$ cat src/rtl/uart_pkg.sv
// Shared definitions for the UART receive path: receiver FSM encoding and default bit timing.
package uart_pkg;

  localparam int DEFAULT_CLKS_PER_BIT = 234;

  typedef enum logic [2:0] {
    ST_IDLE  = 3'd0,
    ST_START = 3'd1,
    ST_DATA  = 3'd2,
    ST_STOP  = 3'd3,
    ST_BREAK = 3'd4
  } rx_state_e;

endpackage

$ cat src/rtl/uart_rx_fifo_if.sv
// Read-side bundle of the UART receiver: FIFO head/handshake, occupancy and sticky error flags.
interface uart_rx_fifo_if #(
  parameter int FIFO_DEPTH = 16
);
  localparam int CNT_W = $clog2(FIFO_DEPTH) + 1;

  logic [7:0]       rx_data;
  logic             rx_valid;
  logic             rx_ready;
  logic [CNT_W-1:0] rx_count;
  logic             frame_err;
  logic             overrun;
  logic             err_clr;

  modport master (
    output rx_data, rx_valid, rx_count, frame_err, overrun,
    input  rx_ready, err_clr
  );

  modport slave (
    input  rx_data, rx_valid, rx_count, frame_err, overrun,
    output rx_ready, err_clr
  );

endinterface

$ cat src/rtl/uart_rx_fifo_sync_fifo.sv
// Show-ahead synchronous FIFO; a push while full is accepted only if a pop happens in the same cycle.
module sync_fifo #(
  parameter int DEPTH = 16,
  parameter int WIDTH = 8
) (
  input  logic                   clk,
  input  logic                   rst,
  input  logic                   push,
  input  logic [WIDTH-1:0]       push_data,
  input  logic                   pop,
  output logic [WIDTH-1:0]       rd_data,
  output logic                   full,
  output logic                   empty,
  output logic [$clog2(DEPTH):0] count
);
  localparam int AW = $clog2(DEPTH);

  logic [AW:0]      wr_ptr_q, wr_ptr_d;
  logic [AW:0]      rd_ptr_q, rd_ptr_d;
  logic [WIDTH-1:0] mem_q [DEPTH];
  logic [WIDTH-1:0] mem_d [DEPTH];
  logic             pop_ok;
  logic             push_ok;

  // Extra pointer MSB distinguishes full from empty when the indices match.
  assign empty   = (wr_ptr_q == rd_ptr_q);
  assign full    = (wr_ptr_q[AW] != rd_ptr_q[AW]) && (wr_ptr_q[AW-1:0] == rd_ptr_q[AW-1:0]);
  assign count   = wr_ptr_q - rd_ptr_q;
  assign rd_data = mem_q[rd_ptr_q[AW-1:0]];
  assign pop_ok  = pop & ~empty;
  assign push_ok = push & (~full | pop_ok);

  always_comb begin
    wr_ptr_d = wr_ptr_q;
    rd_ptr_d = rd_ptr_q;
    mem_d    = mem_q;
    if (push_ok) begin
      mem_d[wr_ptr_q[AW-1:0]] = push_data;
      wr_ptr_d = wr_ptr_q + 1'b1;
    end
    if (pop_ok) begin
      rd_ptr_d = rd_ptr_q + 1'b1;
    end
  end

  always_ff @(posedge clk or posedge rst) begin
    if (rst) begin
      wr_ptr_q <= '0;
      rd_ptr_q <= '0;
      for (int i = 0; i < DEPTH; i++) begin
        mem_q[i] <= '0;
      end
    end else begin
      wr_ptr_q <= wr_ptr_d;
      rd_ptr_q <= rd_ptr_d;
      mem_q    <= mem_d;
    end
  end

endmodule

$ cat src/rtl/uart_rx_fifo.sv
// 8N1 UART receiver with input synchroniser, false-start rejection, framing/overrun flags
// and a byte FIFO on a valid/ready read port.
//
// state    | meaning
// ---------+------------------------------------------------------------
// ST_IDLE  | line idle high, waiting for a falling edge
// ST_START | timing to mid start bit; high there means a glitch
// ST_DATA  | sampling 8 data bits LSB first at each bit-period expiry
// ST_STOP  | sampling stop bit; high pushes the byte, low flags framing
// ST_BREAK | line held low after a framing error, wait for it to rise
module uart_rx_fifo
  import uart_pkg::*;
#(
  parameter int CLKS_PER_BIT = DEFAULT_CLKS_PER_BIT,
  parameter int FIFO_DEPTH   = 16,
  parameter int SYNC_STAGES  = 2
) (
  input  logic           clk,
  input  logic           rst,
  input  logic           uart_rx,
  uart_rx_fifo_if.master bus
);
  localparam int             CW        = $clog2(CLKS_PER_BIT);
  localparam logic [CW-1:0]  CNT_LAST  = CW'(CLKS_PER_BIT - 1);
  localparam logic [CW-1:0]  CNT_HALF  = CW'(CLKS_PER_BIT / 2 - 1);

  logic [SYNC_STAGES-1:0] sync_q, sync_d;
  rx_state_e              state_q, state_d;
  logic [CW-1:0]          cnt_q, cnt_d;
  logic [2:0]             bit_q, bit_d;
  logic [7:0]             shift_q, shift_d;
  logic                   frame_err_q, frame_err_d;
  logic                   overrun_q, overrun_d;

  logic                        rxs;
  logic                        push;
  logic                        pop;
  logic                        frame_set;
  logic                        fifo_full;
  logic                        fifo_empty;
  logic [$clog2(FIFO_DEPTH):0] fifo_count;

  assign sync_d = {sync_q[SYNC_STAGES-2:0], uart_rx};
  assign rxs    = sync_q[SYNC_STAGES-1];

  always_comb begin
    state_d   = state_q;
    cnt_d     = cnt_q;
    bit_d     = bit_q;
    shift_d   = shift_q;
    push      = 1'b0;
    frame_set = 1'b0;
    case (state_q)
      ST_IDLE: begin
        cnt_d = '0;
        if (!rxs) state_d = ST_START;
      end
      ST_START: begin
        if (cnt_q == CNT_HALF) begin
          cnt_d   = '0;
          bit_d   = '0;
          state_d = rxs ? ST_IDLE : ST_DATA;
        end else begin
          cnt_d = cnt_q + CW'(1);
        end
      end
      ST_DATA: begin
        if (cnt_q == CNT_LAST) begin
          cnt_d   = '0;
          shift_d = {rxs, shift_q[7:1]};
          bit_d   = bit_q + 3'd1;
          if (bit_q == 3'd7) state_d = ST_STOP;
        end else begin
          cnt_d = cnt_q + CW'(1);
        end
      end
      ST_STOP: begin
        if (cnt_q == CNT_LAST) begin
          cnt_d = '0;
          if (rxs) begin
            push    = 1'b1;
            state_d = ST_IDLE;
          end else begin
            frame_set = 1'b1;
            state_d   = ST_BREAK;
          end
        end else begin
          cnt_d = cnt_q + CW'(1);
        end
      end
      ST_BREAK: begin
        cnt_d = '0;
        if (rxs) state_d = ST_IDLE;
      end
      default: state_d = ST_IDLE;
    endcase
  end

  // Setting a flag wins over a same-cycle clear so no event is ever lost.
  assign pop         = ~fifo_empty & bus.rx_ready;
  assign frame_err_d = frame_set | (frame_err_q & ~bus.err_clr);
  assign overrun_d   = (push & fifo_full & ~pop) | (overrun_q & ~bus.err_clr);

  always_ff @(posedge clk or posedge rst) begin
    if (rst) begin
      sync_q      <= '1;
      state_q     <= ST_IDLE;
      cnt_q       <= '0;
      bit_q       <= '0;
      shift_q     <= '0;
      frame_err_q <= 1'b0;
      overrun_q   <= 1'b0;
    end else begin
      sync_q      <= sync_d;
      state_q     <= state_d;
      cnt_q       <= cnt_d;
      bit_q       <= bit_d;
      shift_q     <= shift_d;
      frame_err_q <= frame_err_d;
      overrun_q   <= overrun_d;
    end
  end

  sync_fifo #(
    .DEPTH (FIFO_DEPTH),
    .WIDTH (8)
  ) u_fifo (
    .clk       (clk),
    .rst       (rst),
    .push      (push),
    .push_data (shift_q),
    .pop       (pop),
    .rd_data   (bus.rx_data),
    .full      (fifo_full),
    .empty     (fifo_empty),
    .count     (fifo_count)
  );

  assign bus.rx_valid  = ~fifo_empty;
  assign bus.rx_count  = fifo_count;
  assign bus.frame_err = frame_err_q;
  assign bus.overrun   = overrun_q;

endmodule

$ cat src/flat_wrapper.sv
// flat-port wrapper written by rule: the top's interface ports become plain ports
module uart_rx_fifo_flat import uart_pkg::*;
#(
  parameter int CLKS_PER_BIT = DEFAULT_CLKS_PER_BIT,
  parameter int FIFO_DEPTH   = 16,
  parameter int SYNC_STAGES  = 2
)
  (clk, rst, uart_rx, bus_rx_data, bus_rx_valid, bus_rx_count, bus_frame_err, bus_overrun, bus_rx_ready, bus_err_clr);
  uart_rx_fifo_if #(.FIFO_DEPTH(FIFO_DEPTH)) bus_i ();
  input  logic clk;
  input  logic rst;
  input  logic uart_rx;
  output wire logic [$bits(bus_i.rx_data)-1:0] bus_rx_data;
  output wire logic [$bits(bus_i.rx_valid)-1:0] bus_rx_valid;
  output wire logic [$bits(bus_i.rx_count)-1:0] bus_rx_count;
  output wire logic [$bits(bus_i.frame_err)-1:0] bus_frame_err;
  output wire logic [$bits(bus_i.overrun)-1:0] bus_overrun;
  input wire logic [$bits(bus_i.rx_ready)-1:0] bus_rx_ready;
  input wire logic [$bits(bus_i.err_clr)-1:0] bus_err_clr;
  assign bus_rx_data = bus_i.rx_data;
  assign bus_rx_valid = bus_i.rx_valid;
  assign bus_rx_count = bus_i.rx_count;
  assign bus_frame_err = bus_i.frame_err;
  assign bus_overrun = bus_i.overrun;
  assign bus_i.rx_ready = bus_rx_ready;
  assign bus_i.err_clr = bus_err_clr;
  uart_rx_fifo #(.CLKS_PER_BIT(CLKS_PER_BIT), .FIFO_DEPTH(FIFO_DEPTH), .SYNC_STAGES(SYNC_STAGES)) u_core (.clk(clk), .rst(rst), .uart_rx(uart_rx), .bus(bus_i));
endmodule
$ cat config.mk
export PLATFORM = sky130hd
export DESIGN_NAME = uart_rx_fifo_flat
export DESIGN_NICKNAME = d
export VERILOG_FILES = /design/src/rtl/uart_pkg.sv /design/src/rtl/uart_rx_fifo_if.sv /design/src/rtl/uart_rx_fifo_sync_fifo.sv /design/src/rtl/uart_rx_fifo.sv /design/src/flat_wrapper.sv
export SDC_FILE = /design/constraint.sdc
export NUM_CORES = 1
export LEC_CHECK = 0
export CELL_PAD_IN_SITES_DETAIL_PLACEMENT = 0
export CELL_PAD_IN_SITES_GLOBAL_PLACEMENT = 1
export CORE_MARGIN = 10
export CORE_UTILIZATION = 48
export DETAILED_ROUTE_END_ITERATION = 12
export PLACE_DENSITY_LB_ADDON = 0.12
export SLEW_MARGIN = 40
export SYNTH_ARGS = -nofsm -noshare
export SYNTH_HDL_FRONTEND = slang
export SYNTH_SLANG_ARGS = --single-unit
$ cat constraint.sdc
create_clock -name clk -period 5.1 [get_ports clk]
set_clock_uncertainty 0.1 [all_clocks]
set_input_delay 1.02 -clock clk [delete_from_list [all_inputs] [get_ports clk]]
set_output_delay 1.02 -clock clk [all_outputs]
set_load 0.005 [all_outputs]
# Word-level counts from Yosys, hierarchy flattened
# Index checks and enable logic that the tools add are counted.
# word_totals
ff_bits	164
in_bits	5
output_inout_bits	16
wordCells	102
# classes
addsub	5
n_lt_le_gt_ge	3
n_eq_ne	16
n_mux	27
n_bitwise	16
reduce_logical	10
# op_table
cell	count
$bwmux W128	1
$mux W8	5
$bmux W8 S4	1
$demux W8 S4	1
$mux W3	9
$pmux W8 S3	1
$pmux W3 S5	1
$add A5 B1 Y5 const B	2
$ge A5 B5 Y1 const B	2
$ne A2 B1 Y1 const B	5
$not A4 Y5	2
$add A8 B1 Y8 const B	1
$eq A8 B7 Y1 const B	1
$eq A8 B8 Y1 const B	1
$and A1 B1 Y1	7
$eq A3 B2 Y1 const B	2
$eq A3 B3 Y1 const B	2
$mux W1	6
$pmux W3 S2	1
$reduce_and A6 Y1	1
$eq A5 B5 Y1	1
$lt A5 B1 Y1 const B	1
$sub A5 B5 Y5	1
$eq A4 B4 Y1	1
other kinds (14)	21

# Longest topological paths before layout
# logic_depth
depth_word	6
ltp_mapped	9
mapped_depth_nobuf	7

# By module
# A second synthesis with hierarchy kept.
# unflattened
hier_cells	529
area_unflattened_um2	7805.0
# modules_own_cells
mod	n_inst	cells_per_inst	area_per_inst_um2	seq_area_each_um2
sync_fifo	1	420	6522.5	3453.3
uart_rx_fifo	1	109	1282.5	653.1

# Least setup slack after synthesis
# Ideal clock, no wire load.
# synth_path
path_type	reg-to-output
from	register u_core.u_fifo.rd_ptr_q[0]
to	output port bus_rx_data[0]
arrival_ns	2.249
required_time_ns	3.980
slack_ns	1.731
path_stages_with_launch	5
path_buffers	2
path_cell_list	dfrtp_1 -> clkbuf_1 -> buf_1 -> mux4_2 -> mux4_2
# synth_between
elab_chain_cells	4
# synth_lines
item	line	source
start: declaration	uart_rx_fifo_sync_fifo.sv:19	logic [AW:0] rd_ptr_q, rd_ptr_d;
start signal: assignment	uart_rx_fifo_sync_fifo.sv:55	rd_ptr_q <= rd_ptr_d;
$not A4 Y5 (not written as such)	uart_rx_fifo_sync_fifo.sv:29	assign rd_data = mem_q[rd_ptr_q[AW-1:0]];
$bmux W8 S4	uart_rx_fifo_sync_fifo.sv:29	
$mux W8 (not written as such) (2 in series)	uart_rx_fifo_sync_fifo.sv:29	
end: declaration	flat_wrapper.sv:13	output wire logic [$bits(bus_i.rx_data)-1:0] bus_rx_data;
# No other way between the ends. The select of a mux whose other input is x is not followed.

# Worst setup path after layout
# layout_path
from	register u_core.u_fifo.rd_ptr_q[1]
to	output port bus_rx_data[1]
# Same word-level chain as after synthesis.

==> summary.txt <==
Run status
  – Outcome: completed

Critical path
  – Arrival time at the worst endpoint: 3.13 ns
  – CP Launch Type: flip-flop
  – Crit path from: u_core.u_fifo.rd_ptr_q[1]$_DFFE_PP0P_
  – Worst reg2reg path startpoint: u_core.u_fifo.rd_ptr_q[1]$_DFFE_PP0P_
  – Reg-to-reg slack, setup: 1.79 ns
  – Crit path required time: 3.98 ns
  – Highest net fanout along the worst path: 19
  – CP endpoint kind: primary output
  – Kind of critical path: reg2out

Die
  – Chip Width: 148.6 um
  – Die area: 22,090 um^2
  – Height of the chip: 148.6 um
  – Core ar.: 16,060 um^2
  – Row count: 46
  – Initial Utilization: 0.4945
  – Io pins: 21

Placement
  – Routability cong.: 0.7869
  – Port Buffers: 20
  – Dpl hpwl: 12,170 um
  – DP Area: 8541 um^2
  – Dpl ws: 1.288 ns

Final layout
  – Fillers: 1,292
  – Share of layout cells above drive strength 1: 0.4523
  – N_diodes: 0
  – Fin nets: 584
  – Layout area overhead: 14.91%
  – Final instance area: 9124 um^2

Logic synthesis
  – Yosys top cell by area: dfrtp_1
  – Syn Inst Count: 529
  – Ys flop type: dfrtp_1
  – Synth cell types: 49
  – Synth area leaders: dfrtp_1, mux2_2, mux4_2
  – Avg Inst Size Synth: 15.01 um^2
  – Seq cells post-synth: 164
  – Number of synthesized flops with an enable pin: 0
  – Post-Syn Area: 7940 um^2
  – Most common cell in the netlist: dfrtp_1
  – Top-area cell type share of the netlist area: 0.5106
  – Post-synth top cells: dfrtp_1, mux2_2, mux4_2, nand2_1, ha_1
  – Post-synth ARST share: 1.000
  – Seq/Total Area, Yosys: 0.5172
  – Mapped Nets: 549
  – Ys Warns: 0

STA
  – Final setup vio count: 0
  – Slew Limit Fails: 0
  – Slew margin rel.: 0.4229
  – FMAX: 0.2354 GHz
  – PnR worst setup slack: 0.8515 ns
  – Least-Margin Pin Slew: 0.8657 ns
  – Crit path time final: 4.249 ns
  – Final worst-path cycle share: 0.8330
  – Final hold viol count: 0
  – TNS Setup: 0 ns
  – RSZ-0062 raised after global routing: no

Pwr
  – Power per cell area: 343.7 nW/um^2
  – Peak VDD IR: 0.0002323 V
  – Reg power frac: 0.455
  – Sw Share: 0.2894
  – Logic pwr share: 0.156
  – Power Total: 3.136 mW
  – Clk pwr share: 0.389
  – Pint: 2.228 mW
  – Lkg Pwr: 4.155 nW
  – Switching pwr: 907.6 uW

Worst hold path
  – Hold path startpoint: u_core.sync_q[0]$_DFF_PP1_
  – Hold Crit Class: reg2reg

Detailed routing
  – Vias per std cell: 5.677
  – Initial DRT Pass Iterations: 5
  – Vias: 4,502
  – WL final: 17,290 um
  – Iter 0 DRT Violations: 222
  – Drt drc: 0
  – Routed len/inst: 21.81 um
  – Antenna-violating nets left: 0

Clocking
  – Clk slew on worst S/H paths: 0.07 ns
  – CTS buffer count: 17
  – Hold_buf cts: 0
  – Clock latency at the later pin of the worst-skew pair: 0.43 ns
  – CTS Buffer Depth: 2
  – CTS resizes: 0
  – CTS Sinks: 164
  – Post-CTS Setup Inserts: 0
  – Clock Tree Root: clkbuf_16
  – CTS tree: done
  – H-tree depth: 4

Global routing
  – First-pass GRT wire length: 27,780 um
  – Initial antenna violation count: 0
  – Global router's overall resource usage: 0.1662
  – Largest net degree at the start of global routing: 48
  – GRT overflow: 0
  – Vias in the first global route: 4,753

Job
  – Max Cap Viol: 0
==> critical path, cell delays in order, from the launching register on <==
cell,delay (ns)
dfrtp_1,0.91
buf_4,0.43
mux4_2,0.36
mux4_2,0.52
clkdlybuf4s50_1,0.48
==> sequential cells by signal, indices dropped and copies added, names as in the netlist <==
register / count
u_core.bit_q: 3
u_core.bus.frame_err: 1
u_core.bus.overrun: 1
u_core.cnt_q: 8
u_core.shift_q: 8
u_core.state_q: 3
u_core.sync_q: 2
u_core.u_fifo.mem_q: 128
u_core.u_fifo.rd_ptr_q: 5
u_core.u_fifo.wr_ptr_q: 5
==> cells by family after synthesis <==
group / synth area share
mux: 0.3131
flops: 0.5172
simple gates: 0.08241
buf+inv: 0.02222
compound gates: 0.02726
fa+ha+maj: 0.02458
xor+xnor: 0.01324
==> cells in the final DEF, fill, tap and decap left out, drive strengths merged, types with 3 or more instances in the layout <==
| cell type | netlist | final |
|---|---|---|
| nand3 | 6 | 6 |
| nand2 | 24 | 24 |
| nor4 | 12 | 12 |
| o21ai | 9 | 9 |
| xor2 | 4 | 4 |
| nor2 | 11 | 11 |
| mux4 | 40 | 40 |
| clkbuf | 12 | 18 |
| mux2 | 139 | 139 |
| xnor2 | 8 | 8 |
| clkinv | 0 | 6 |
| inv | 14 | 20 |
| buf | 16 | 24 |
| nor3 | 10 | 10 |
| a21oi | 5 | 5 |
| clkdlybuf4s50 | 0 | 20 |
| ha | 14 | 14 |
| nand4 | 5 | 5 |
| a21o | 3 | 3 |
| dfrtp | 162 | 162 |
| o22ai | 3 | 3 |
==> final cells by class <==
cell class | count | area, um^2 | share of cell area
Clock buffer | 18 | 429.2 | 0.04704
Clock inverter | 14 | 138.9 | 0.01522
Inverter | 14 | 56.30 | 0.006171
Multi-Input combinational cell | 323 | 3670 | 0.4022
Sequential cell | 164 | 4108 | 0.4502
Tap cell | 216 | 270.3 | 0.02962
Timing Repair Buffer | 44 | 451.7 | 0.04951
==> metal layers <==
metal | vias to the layer above | part of all wire | GRT usage
met5 | - | 0 | 0
met3 | 13 | 0.043 | 0.04703
met4 | 0 | 0.010 | 0.04212
li1 | 2033 | - | -
met2 | 66 | 0.48 | 0.2547
met1 | 2390 | 0.47 | 0.2273
==> final timing paths <==
path,to,cells past startpoint
setup / recovery,bus_rx_data[1],4
hold / removal,u_core.sync_q[1]$_DFF_PP1_,0
setup reg to reg,u_core.u_fifo.mem_q[21]$_DFFE_PP0P_,9
hold reg to reg,u_core.sync_q[1]$_DFF_PP1_,0
max in group asynchronous,u_core.sync_q[1]$_DFF_PP1_,3
min in group asynchronous,u_core.u_fifo.mem_q[115]$_DFFE_PP0P_,2
==> per-stage QoR <==
stage / utilization / hold slack [ns] / std cells
global route: 0.5682 / 0.2628 / 793
detailed placement: 0.5319 / 0.2492 / 759
global placement: 0.5225 / 0.2464 / 746
floorplan: - / 0.2452 / 529
CTS: 0.5672 / 0.2592 / 791
finish: 0.5682 / 0.2583 / 793
==> power groups by stage <==
stage / Combinational, mW / Sequential [mW] / Clock, mW
after floorplan: 0.395 / 1.36 / 0
after global placement: 0.489 / 1.45 / 0
after detailed placement: 0.502 / 1.45 / 0
after CTS: 0.504 / 1.43 / 1.24
after global routing: 0.536 / 1.44 / 1.31
final: 0.489 / 1.43 / 1.22
No activity file was read; power rests on OpenSTA's default activity.
